$ cat src/rtl/rtc_bus_arbiter_pkg.sv
// Shared definitions for the RTC bus arbiter: FSM encoding, phase-counter width,
// default phase length and the phase reload helper.
package rtc_bus_arbiter_pkg;

    localparam int PHASE_CNT_W       = 4;
    localparam int PHASE_CYC_DEFAULT = 4;

    typedef enum logic [2:0] {
        ST_IDLE     = 3'd0,
        ST_SETUP_A  = 3'd1,
        ST_STROBE_A = 3'd2,
        ST_SETUP_D  = 3'd3,
        ST_STROBE_D = 3'd4,
        ST_HOLD     = 3'd5,
        ST_DONE     = 3'd6
    } rtc_state_e;

    // The timer counts down to zero, so a phase of N cycles reloads N-1.
    function automatic logic [PHASE_CNT_W-1:0] phase_reload(input int unsigned cyc);
        return PHASE_CNT_W'(cyc - 32'd1);
    endfunction

endpackage

$ cat src/rtl/rtc_phase_timer.sv
// Load/expire down-counter timing one bus phase; expired is high while the count is zero.
module rtc_phase_timer
    import rtc_bus_arbiter_pkg::*;
(
    input  logic                   clk,
    input  logic                   reset_n,
    input  logic                   load,
    input  logic [PHASE_CNT_W-1:0] load_val,
    output logic                   expired
);

    logic [PHASE_CNT_W-1:0] cnt_r;

    // Phase counter: reload on phase entry, count down and stick at zero.
    always_ff @(posedge clk or negedge reset_n) begin
        if (!reset_n) begin
            cnt_r <= '0;
        end else if (load) begin
            cnt_r <= load_val;
        end else if (cnt_r != '0) begin
            cnt_r <= cnt_r - PHASE_CNT_W'(32'd1);
        end else begin
            cnt_r <= cnt_r;
        end
    end

    assign expired = (cnt_r == '0);

endmodule

$ cat src/rtl/rtc_bus_arbiter.sv
// Two-channel arbiter driving a multiplexed address/data RTC bus.
// Optional macro RTC_ARB_ROUND_ROBIN_EN: alternate simultaneous grants instead of ch1 priority.
module rtc_bus_arbiter
    import rtc_bus_arbiter_pkg::*;
#(
    parameter int PHASE_CYC = PHASE_CYC_DEFAULT
) (
    input  logic       clk,
    input  logic       reset_n,
    input  logic       req0,
    input  logic       req1,
    input  logic [7:0] addr0,
    input  logic [7:0] addr1,
    input  logic [7:0] wdata0,
    input  logic [7:0] wdata1,
    input  logic       we0,
    input  logic       we1,
    output logic       grant0,
    output logic       grant1,
    output logic       done0,
    output logic       done1,
    output logic [7:0] rdata,
    output logic       rtc_cs_n,
    output logic       rtc_rd_n,
    output logic       rtc_wr_n,
    output logic       rtc_a_d,
    output logic [7:0] ad_out,
    output logic       ad_oe,
    input  logic [7:0] ad_in,
    output logic       sel
);

    rtc_state_e state_r, state_nx;
    logic       any_req_s, take_s, win_s, expired_s, timer_load_s;
    logic       owner_r, owner_nx_s, we_r, we_nx_s;
    logic [7:0] addr_r, addr_nx_s, wdata_r, wdata_nx_s;
    logic       cs_n_s, rd_n_s, wr_n_s, a_d_s, oe_s, done_s;
    logic [7:0] out_s;

    assign any_req_s = req0 | req1;
    assign take_s    = (state_r == ST_IDLE) && any_req_s;

`ifdef RTC_ARB_ROUND_ROBIN_EN
    logic last_r;

    // Contention goes to the channel not served last.
    always_comb begin
        if (req0 && req1) begin
            win_s = ~last_r;
        end else begin
            win_s = req1;
        end
    end

    // Remember which channel was granted most recently.
    always_ff @(posedge clk or negedge reset_n) begin
        if (!reset_n) begin
            last_r <= 1'b1;
        end else if (take_s) begin
            last_r <= win_s;
        end else begin
            last_r <= last_r;
        end
    end
`else
    assign win_s = req1;
`endif

    assign owner_nx_s = take_s ? win_s : owner_r;
    assign addr_nx_s  = take_s ? (win_s ? addr1 : addr0) : addr_r;
    assign wdata_nx_s = take_s ? (win_s ? wdata1 : wdata0) : wdata_r;
    assign we_nx_s    = take_s ? (win_s ? we1 : we0) : we_r;

    // Request fields are frozen at grant; later input changes are ignored.
    always_ff @(posedge clk or negedge reset_n) begin
        if (!reset_n) begin
            owner_r <= 1'b0;
            addr_r  <= 8'h00;
            wdata_r <= 8'h00;
            we_r    <= 1'b0;
        end else begin
            owner_r <= owner_nx_s;
            addr_r  <= addr_nx_s;
            wdata_r <= wdata_nx_s;
            we_r    <= we_nx_s;
        end
    end

    assign timer_load_s = take_s ||
                          (expired_s && (state_r inside {ST_SETUP_A, ST_STROBE_A,
                                                         ST_SETUP_D, ST_STROBE_D}));

    rtc_phase_timer u_timer (
        .clk      (clk),
        .reset_n  (reset_n),
        .load     (timer_load_s),
        .load_val (phase_reload(PHASE_CYC)),
        .expired  (expired_s)
    );

    // FSM state register.
    always_ff @(posedge clk or negedge reset_n) begin
        if (!reset_n) begin
            state_r <= ST_IDLE;
        end else begin
            state_r <= state_nx;
        end
    end

    // FSM next-state logic; DONE always lasts a single cycle.
    always_comb begin
        state_nx = state_r;
        case (state_r)
            ST_IDLE:     state_nx = any_req_s ? ST_SETUP_A  : ST_IDLE;
            ST_SETUP_A:  state_nx = expired_s ? ST_STROBE_A : ST_SETUP_A;
            ST_STROBE_A: state_nx = expired_s ? ST_SETUP_D  : ST_STROBE_A;
            ST_SETUP_D:  state_nx = expired_s ? ST_STROBE_D : ST_SETUP_D;
            ST_STROBE_D: state_nx = expired_s ? ST_HOLD     : ST_STROBE_D;
            ST_HOLD:     state_nx = expired_s ? ST_DONE     : ST_HOLD;
            ST_DONE:     state_nx = ST_IDLE;
            default:     state_nx = ST_IDLE;
        endcase
    end

    // Bus outputs decoded from the upcoming state so they can be registered without lag.
    always_comb begin
        cs_n_s = 1'b1;
        rd_n_s = 1'b1;
        wr_n_s = 1'b1;
        a_d_s  = 1'b1;
        oe_s   = 1'b0;
        out_s  = 8'h00;
        done_s = 1'b0;
        case (state_nx)
            ST_SETUP_A: begin
                cs_n_s = 1'b0;
                a_d_s  = 1'b0;
                oe_s   = 1'b1;
                out_s  = addr_nx_s;
            end
            ST_STROBE_A: begin
                cs_n_s = 1'b0;
                a_d_s  = 1'b0;
                oe_s   = 1'b1;
                out_s  = addr_nx_s;
                wr_n_s = 1'b0;
            end
            ST_SETUP_D: begin
                cs_n_s = 1'b0;
            end
            ST_STROBE_D: begin
                cs_n_s = 1'b0;
                if (we_nx_s) begin
                    wr_n_s = 1'b0;
                    oe_s   = 1'b1;
                    out_s  = wdata_nx_s;
                end else begin
                    rd_n_s = 1'b0;
                end
            end
            ST_HOLD: begin
                cs_n_s = 1'b0;
                oe_s   = we_nx_s;
                if (we_nx_s) begin
                    out_s = wdata_nx_s;
                end else begin
                    out_s = 8'h00;
                end
            end
            ST_DONE: begin
                done_s = 1'b1;
            end
            default: begin
                cs_n_s = 1'b1;
            end
        endcase
    end

    // Registered outputs.
    always_ff @(posedge clk or negedge reset_n) begin
        if (!reset_n) begin
            grant0   <= 1'b0;
            grant1   <= 1'b0;
            done0    <= 1'b0;
            done1    <= 1'b0;
            sel      <= 1'b0;
            rtc_cs_n <= 1'b1;
            rtc_rd_n <= 1'b1;
            rtc_wr_n <= 1'b1;
            rtc_a_d  <= 1'b1;
            ad_oe    <= 1'b0;
            ad_out   <= 8'h00;
        end else begin
            grant0   <= (state_nx != ST_IDLE) && !owner_nx_s;
            grant1   <= (state_nx != ST_IDLE) &&  owner_nx_s;
            done0    <= done_s && !owner_nx_s;
            done1    <= done_s &&  owner_nx_s;
            sel      <= owner_nx_s;
            rtc_cs_n <= cs_n_s;
            rtc_rd_n <= rd_n_s;
            rtc_wr_n <= wr_n_s;
            rtc_a_d  <= a_d_s;
            ad_oe    <= oe_s;
            ad_out   <= out_s;
        end
    end

    // Read data is sampled on the final read-strobe cycle.
    always_ff @(posedge clk or negedge reset_n) begin
        if (!reset_n) begin
            rdata <= 8'h00;
        end else if ((state_r == ST_STROBE_D) && expired_s && !we_r) begin
            rdata <= ad_in;
        end else begin
            rdata <= rdata;
        end
    end

endmodule
$ cat config.mk
export PLATFORM = sky130hd
export DESIGN_NAME = rtc_bus_arbiter
export DESIGN_NICKNAME = d
export VERILOG_FILES = /design/src/rtl/rtc_bus_arbiter_pkg.sv /design/src/rtl/rtc_phase_timer.sv /design/src/rtl/rtc_bus_arbiter.sv
export SDC_FILE = /design/constraint.sdc
export NUM_CORES = 1
export LEC_CHECK = 0
export ABC_AREA = 1
export BUFFER_PORTS_ARGS = -buffer_cell sky130_fd_sc_hd__buf_2
export CAP_MARGIN = 20
export CORE_MARGIN = 3
export CORE_UTILIZATION = 40
export CTS_CLUSTER_DIAMETER = 120
export CTS_CLUSTER_SIZE = 16
export DETAILED_ROUTE_END_ITERATION = 8
export PLACE_DENSITY = 0.67
export SETUP_SLACK_MARGIN = 0.15
export SYNTH_ARGS = -nofsm -noshare
export SYNTH_HDL_FRONTEND = slang
export SYNTH_SLANG_ARGS = --single-unit
$ cat constraint.sdc
create_clock -name clk -period 1.4 [get_ports clk]
set_input_delay 0.28 -clock clk [delete_from_list [all_inputs] [get_ports clk]]
set_output_delay 0.28 -clock clk [all_outputs]
set_load 0.005 [all_outputs]
==> results of run 1 <==
[layout make-up]
| class | count | area (um^2) | area share (%) |
|---|---|---|---|
| multi-input combinational | 158 | 1240 | 36.3 |
| clock inverter | 1 | 5.00 | 0.147 |
| clock buffer | 7 | 86.3 | 2.53 |
| sequential | 50 | 1260 | 37.0 |
| inverter | 22 | 96.3 | 2.83 |
| timing repair buffer | 99 | 632 | 18.6 |
| tap | 72 | 90.1 | 2.65 |
[repair_timing]
action	CTS	global route
setup buffers	1	2
endpoints found under the hold margin	46	0
hold buffers	1	0
resized for setup	17	46
cloned	0	2
setup endpoints to repair	48	49
pin swaps	2	5
[power groups by stage]
stage          registers, W  clock network, W  logic (W)
2_1_floorplan       0.00230                 0    0.00210
6_report            0.00235          0.000844    0.00389
3_3_place_gp        0.00229                 0    0.00296
3_5_place_dp        0.00229                 0    0.00304
4_1_cts             0.00227          0.000874    0.00326
5_1_grt             0.00240          0.000923    0.00430
[through the flow]
step	cells	cell area, um^2	setup TNS (ns)	hold slack [ns]
after floorplan	237	2430	0	-0.0156
after global placement	395	2980	-1.73	0.291
after detailed placement	395	2980	-2.41	0.289
after CTS	405	3160	-1.20	0.203
after global routing	409	3410	-3.97	0.204
final	409	3410	-1.32	0.211
[kinds of logic (layout without fill, tap and decap cells)]
| kind of cell | count (synthesis) | in the layout | share of synthesized area, % |
|---|---|---|---|
| simple gates | 105 | 105 | 22.8 |
| flops | 50 | 50 | 53.0 |
| compound gates | 34 | 34 | 8.93 |
| buf+inv | 29 | 129 | 6.34 |
| mux | 16 | 16 | 7.66 |
| xor+xnor | 2 | 2 | 0.740 |
| fa+ha+maj | 1 | 1 | 0.528 |
[registers in the layout, summed over array words and instances, names as in the netlist]
| signal | count |
|---|---|
| ad_out | 8 |
| addr_r | 8 |
| rdata | 8 |
| wdata_r | 8 |
| u_timer.cnt_r | 4 |
| state_r | 3 |
| ad_oe | 1 |
| done0 | 1 |
| done1 | 1 |
| grant0 | 1 |
| grant1 | 1 |
| rtc_a_d | 1 |
| rtc_cs_n | 1 |
| rtc_rd_n | 1 |
| rtc_wr_n | 1 |
| sel | 1 |
| we_r | 1 |
[cells in the mapped netlist]
library cell  instances
o21ai_1              13
o21ai_2               4
buf_4                 1
inv_2                 3
clkinv_2              1
o21ai_4               1
nor3_1                2
mux2_2                5
nand2_2               5
a21oi_1               2
ha_1                  1
buf_8                 1
nand4_1               9
o21bai_1              1
xor2_1                1
or2_2                 8
nand3_2               1
buf_2                 1
dfrtp_1              46
dfstp_2               4
nor2_2                4
mux2i_1               8
o211ai_1              1
nand3_1               9
o21bai_2              1
nor2_4                2
nor2_8                1
a21oi_2               1
o21ai_0              10
clkbuf_2              1
buf_6                 3
nand2_1              51
xnor2_1               1
nand3_4               1
inv_1                18
nand2_4               2
mux2_4                3
nor2_1               10
[per-layer routing]
metal	wire length (um)	part of all wire, %	vias up	GRT usage [%]
met5	0	0	-	0
met1	2400	45	892	20.7
met3	293	5.5	8	3.17
li1	-	-	974	-
met4	65	1.2	0	4.90
met2	2590	48	62	25.1
[final timing paths]
check	endpoint	slack, ns	depth (start not counted)
setup / recovery	ad_out[7]	-0.09	6
hold / removal	rdata[0]	0.21	2
setup reg to reg	ad_out[7]	-0.09	6
hold reg to reg	wdata_r[2]	0.49	2
max in group asynchronous	rtc_a_d	0.63	3
min in group asynchronous	u_timer.cnt_r[3]	0.49	3
==> summary.txt, run 1 <==
Status: finished, violations left
Pint: 0.00418 W
First-pass GRT wire length: 8.84 mm
Gr ovfl total: 0
Gate family responsible for the most delay along the worst path: simple AND/OR/NAND/NOR gates
Flops & latches, synth: 50
Final setup margin: -0.0895 ns
HPWL after detailed placement: 3.79 mm
Crit start category: flip-flop
Post-layout min period: 1.49 ns
Crit Path Class: reg -> reg
Reg2reg start: state_r[0]
Final wirelength: 5.35 mm
Utilization after layout: 60.7%
Yosys cell types: 38
CP max-delay cell: dfrtp_2
Most frequent cells in the layout: buf_2, dfrtp_1, nand2_1, buf_4, inv_1
H-tree depth: 2
Setup Skew: 0.00566 ns
Net Sw Frac: 41.1%
Hold path start: ad_in[0]
Tcrit/Tclk final: 106%
Largest net degree at the start of global routing: 51
Die area: 0.00688 mm^2
CTS tree: built
Critical path startpoint: state_r[0]
P_leak: 1.73 nW
Mapped cell area: 0.00237 mm^2
Antenna violations before repair: 0
1st-iter DRT viols: 85
Psw: 0.00291 W
Max FO, Critical Path: 9
Area Overhead vs Synth: 43.8%
Yosys top cell area share: 48.6%
Peak supply drop: 0.756 mV
Worst hold-check path type: in -> reg
ANT nets after route: 0
Antenna cells: 0
Power, Total: 0.00709 W
Top cells by area, synth: dfrtp_1, nand2_1, dfstp_2, mux2i_1, inv_1
FP Rows: 27
Final setup fails: 24
Die height: 83.0 um
Drc violations: 0
Vias in the first global route: 1975
Seq/Total Area, Yosys: 53.0%
Fillers: 487
Drt pass-1 iters: 4
Longest Clk Path Bufs: 2
Chip width: 83.0 um
CTS root buf: clkbuf_8
IO Pins: 72
Largest incremental delay on the critical path: 0.47 ns
Maxcap violations: 0
Yosys warnings: 0
DR vias: 1936
Synthesized area per cell: 9.99 um^2
Worst Tran Pin Value: 0.386 ns
Global-route usage over all layers: 15.5%
Unrepaired setup endpoints after global routing: yes
Clock power frac: 11.9%
PortBufs: 71
Final Hold Vio Count: 0
Reg clk slew, reported paths: 0.08 ns
NumNets Final: 383
Initial Util: 42.2%
Peak Freq: 671 MHz
Layout cells sized above 1: 56.4%
Failing checks: setup timing
TritonCTS buffer count: 5
Comb power frac: 55.0%
Cells after synthesis: 237
CP Cell Sequence: nor2_4, nand3_4, buf_6, o21ai_1, nand4_1, nand2_1
Slew headroom: 74.0%
Final slew viol count: 0
Detailed-route wire length per cell: 13.1 um
Syn Nets: 284
Via/cell ratio: 4.73
Buf/Inv on CP: 1
Skew-Pair Late Insertion Delay: 0.30 ns
Area leader, netlist: dfrtp_1
Worst EP required: 1.64 ns
Core footprint: 0.00561 mm^2
CP Capture Type: flip-flop
Seq pwr share: 33.1%
Setup slack at placement: -0.197 ns
Routability cong.: 0.820
PD cells: 2080 mW/mm^2
Most common cell after layout, fill and taps aside: buf_2
CTS sink cnt: 50
CP arrival: 1.73 ns
(Power assumes the default switching activity.)
==> run 2: changes to the inputs <==
Settings changed: BUFFER_PORTS_ARGS -buffer_cell sky130_fd_sc_hd__buf_2 to not set, CELL_PAD_IN_SITES_DETAIL_PLACEMENT set to 1, CELL_PAD_IN_SITES_GLOBAL_PLACEMENT set to 2, CORE_UTILIZATION 40 to 34, DONT_BUFFER_PORTS set to 1, PLACE_DENSITY 0.67 to not set, PLACE_DENSITY_LB_ADDON set to 0.1.
==> run 2 against run 1 <==
The flow finishes with violations (hold timing, setup timing). Via count fell by 9.8%. First-iteration DRC count fell by 53%. Wire length rose by 11%. Register-to-register slack got worse by 0.07 ns. Combinational power fell by 5.9%. Sequential cell count did not move. Cell count fell by 17%. Sequential share of layout area rose by 5.0 points. Largest cell class unchanged.
==> summary.txt, run 2 (same netlist as run 1, synthesis figures left out) <==
Clock power frac: 14.4% (+2.5 points)
Worst Tran Pin Value: 0.315 ns (-0.0712 ns)
Psw: 0.00295 W (+1.5%)
Gr ovfl total: 0 (unchanged)
Max FO, Critical Path: 6 (-3)
Pint: 0.00407 W (-2.5%)
Hold Slack: -0.340 ns (-0.551 ns)
Tcrit/Tclk final: 111% (+5.1 points)
ANT nets after route: 0 (unchanged)
P_leak: 1.41 nW (-18%)
Routability cong.: 0.746 (-9.0%)
CTS sink cnt: 50 (unchanged)
Die area: 0.00800 mm^2 (+16%)
Net Sw Frac: 42.0% (+0.97 points)
Setup Skew: 0.00401 ns (-0.00165 ns)
Layout cells sized above 1: 43.9% (-12 points)
Peak supply drop: 0.753 mV (-0.35%)
Reg clk slew, reported paths: 0.09 ns (about the same)
H-tree depth: 2 (unchanged)
Longest Clk Path Bufs: 2 (unchanged)
Final slew viol count: 0 (unchanged)
Comb power frac: 52.1% (-2.9 points)
FP Rows: 29 (+7.4%)
Core footprint: 0.00653 mm^2 (+16%)
Unrepaired setup endpoints after global routing: yes
First-pass GRT wire length: 9.18 mm (+3.9%)
Worst hold-check path type: in -> async
CP Capture Type: flip-flop
CTS tree: built
Skew-Pair Late Insertion Delay: 0.30 ns (about the same)
Largest net degree at the start of global routing: 51 (unchanged)
Setup TNS Final: -2.63 ns (-1.31 ns)
Drc violations: 0 (unchanged)
Final setup margin: -0.160 ns (-0.0709 ns)
DR vias: 1746 (-9.8%)
Detailed-route wire length per cell: 17.3 um (+33%)
Seq pwr share: 33.5% (+0.4 points)
1st-iter DRT viols: 40 (-53%)
Initial Util: 36.3% (-6.0 points)
PortBufs: 0 (-100%)
Die height: 89.5 um (+7.9%)
Status: finished, violations left
Crit Path Class: reg -> reg
Crit start category: flip-flop
HPWL after detailed placement: 4.24 mm (+12%)
Drt pass-1 iters: 4 (unchanged)
Chip width: 89.5 um (+7.9%)
TritonCTS buffer count: 5 (unchanged)
Most frequent cells in the layout: dfrtp_1, nand2_1, buf_4, inv_1
Maxcap violations: 0 (unchanged)
Failing checks: hold timing, setup timing
Vias in the first global route: 1844 (-6.6%)
IO Pins: 72 (unchanged)
Finished layout cell area: 0.00300 mm^2 (-12%)
Final setup fails: 29 (+21%)
CP arrival: 1.75 ns (+0.02 ns)
Area Overhead vs Synth: 26.6%
Area after DPL: 0.00257 mm^2 (-14%)
Antenna violations before repair: 0 (unchanged)
CTS root buf: clkbuf_8
Antenna cells: 0 (unchanged)
Via/cell ratio: 5.12 (+8.2%)
Global-route usage over all layers: 15.2% (-0.26 points)
NumNets Final: 310 (-19%)
Worst EP required: 1.59 ns (-0.05 ns)
Final Hold Vio Count: 50 (+50)
Post-layout min period: 1.56 ns (+0.0709 ns)
PD cells: 2340 mW/mm^2 (+13%)
Slew headroom: 78.9% (+5.0 points)
Peak Freq: 641 MHz (-4.5%)
Most common cell after layout, fill and taps aside: dfrtp_1
Final wirelength: 5.91 mm (+11%)
-- run 2: through the flow --
stage                     utilization (%)  total power [W]  setup WS, ns  std cells
after floorplan                         -          0.00440        0.0434        237
after global routing                 45.9          0.00762        -0.271        341
after CTS                            42.7          0.00648        -0.132        332
after detailed placement             39.3          0.00514        -0.116        322
final                                45.9          0.00703        -0.160        341
after global placement               39.3          0.00501       -0.0565        322
-- run 2: cell type report --
type	instances	area (um^2)
clock buffers	6	72.6
multi-input cells	160	1210
clock inverters	2	37.5
inverters	22	90.1
flip-flops and latches	50	1260
fillers	733	3530
repair inverters	1	7.51
well taps	77	96.3
repair buffers	23	225
-- run 2: final timing paths --
check                                      start          endpoint  slack, ns  cells past startpoint
worst max-delay path            u_timer.cnt_r[0]         ad_out[4]      -0.16                      7
worst min-delay path                     reset_n  u_timer.cnt_r[3]      -0.34                      0
worst max register to register  u_timer.cnt_r[0]         ad_out[4]      -0.16                      7
worst min register to register         addr_r[5]         addr_r[5]       0.48                      2
max in group asynchronous                reset_n          rtc_rd_n       1.54                      0
min in group clk                        ad_in[1]          rdata[1]       0.12                      1
-- run 2: what timing repair did --
| item | in CTS | in global routing |
|---|---|---|
| gates resized for setup | 23 | 30 |
| setup buffers | 2 | 6 |
| setup endpoints to repair | 38 | 40 |
| pin swaps | 3 | 20 |
| gates cloned | 0 | 3 |
| hold endpoints to repair | 50 | 50 |
-- run 2: power by group through the flow --
stage               logic, W  clock network [W]  registers (W)
global route         0.00407            0.00111        0.00243
finish               0.00366            0.00101        0.00235
floorplan            0.00210                  0        0.00230
global placement     0.00266                  0        0.00234
detailed placement   0.00278                  0        0.00236
CTS                  0.00309            0.00105        0.00235
-- run 2: per-layer routing --
layer	vias up	track usage, %	share of wire [%]
met5	-	0	0
met4	0	5.28	1.5
met3	7	3.13	4.7
met2	57	26.1	52
met1	849	18.9	42
li1	833	-	-
-- run 2: worst max-delay path, cell delays in order (launching register included) --
cell and delay [ns]:
dfrtp_1 0.40, inv_2 0.09, ha_4 0.19, nand3_4 0.09
o21bai_4 0.25, clkinvlp_4 0.23, nand4_1 0.14, nand2_1 0.07
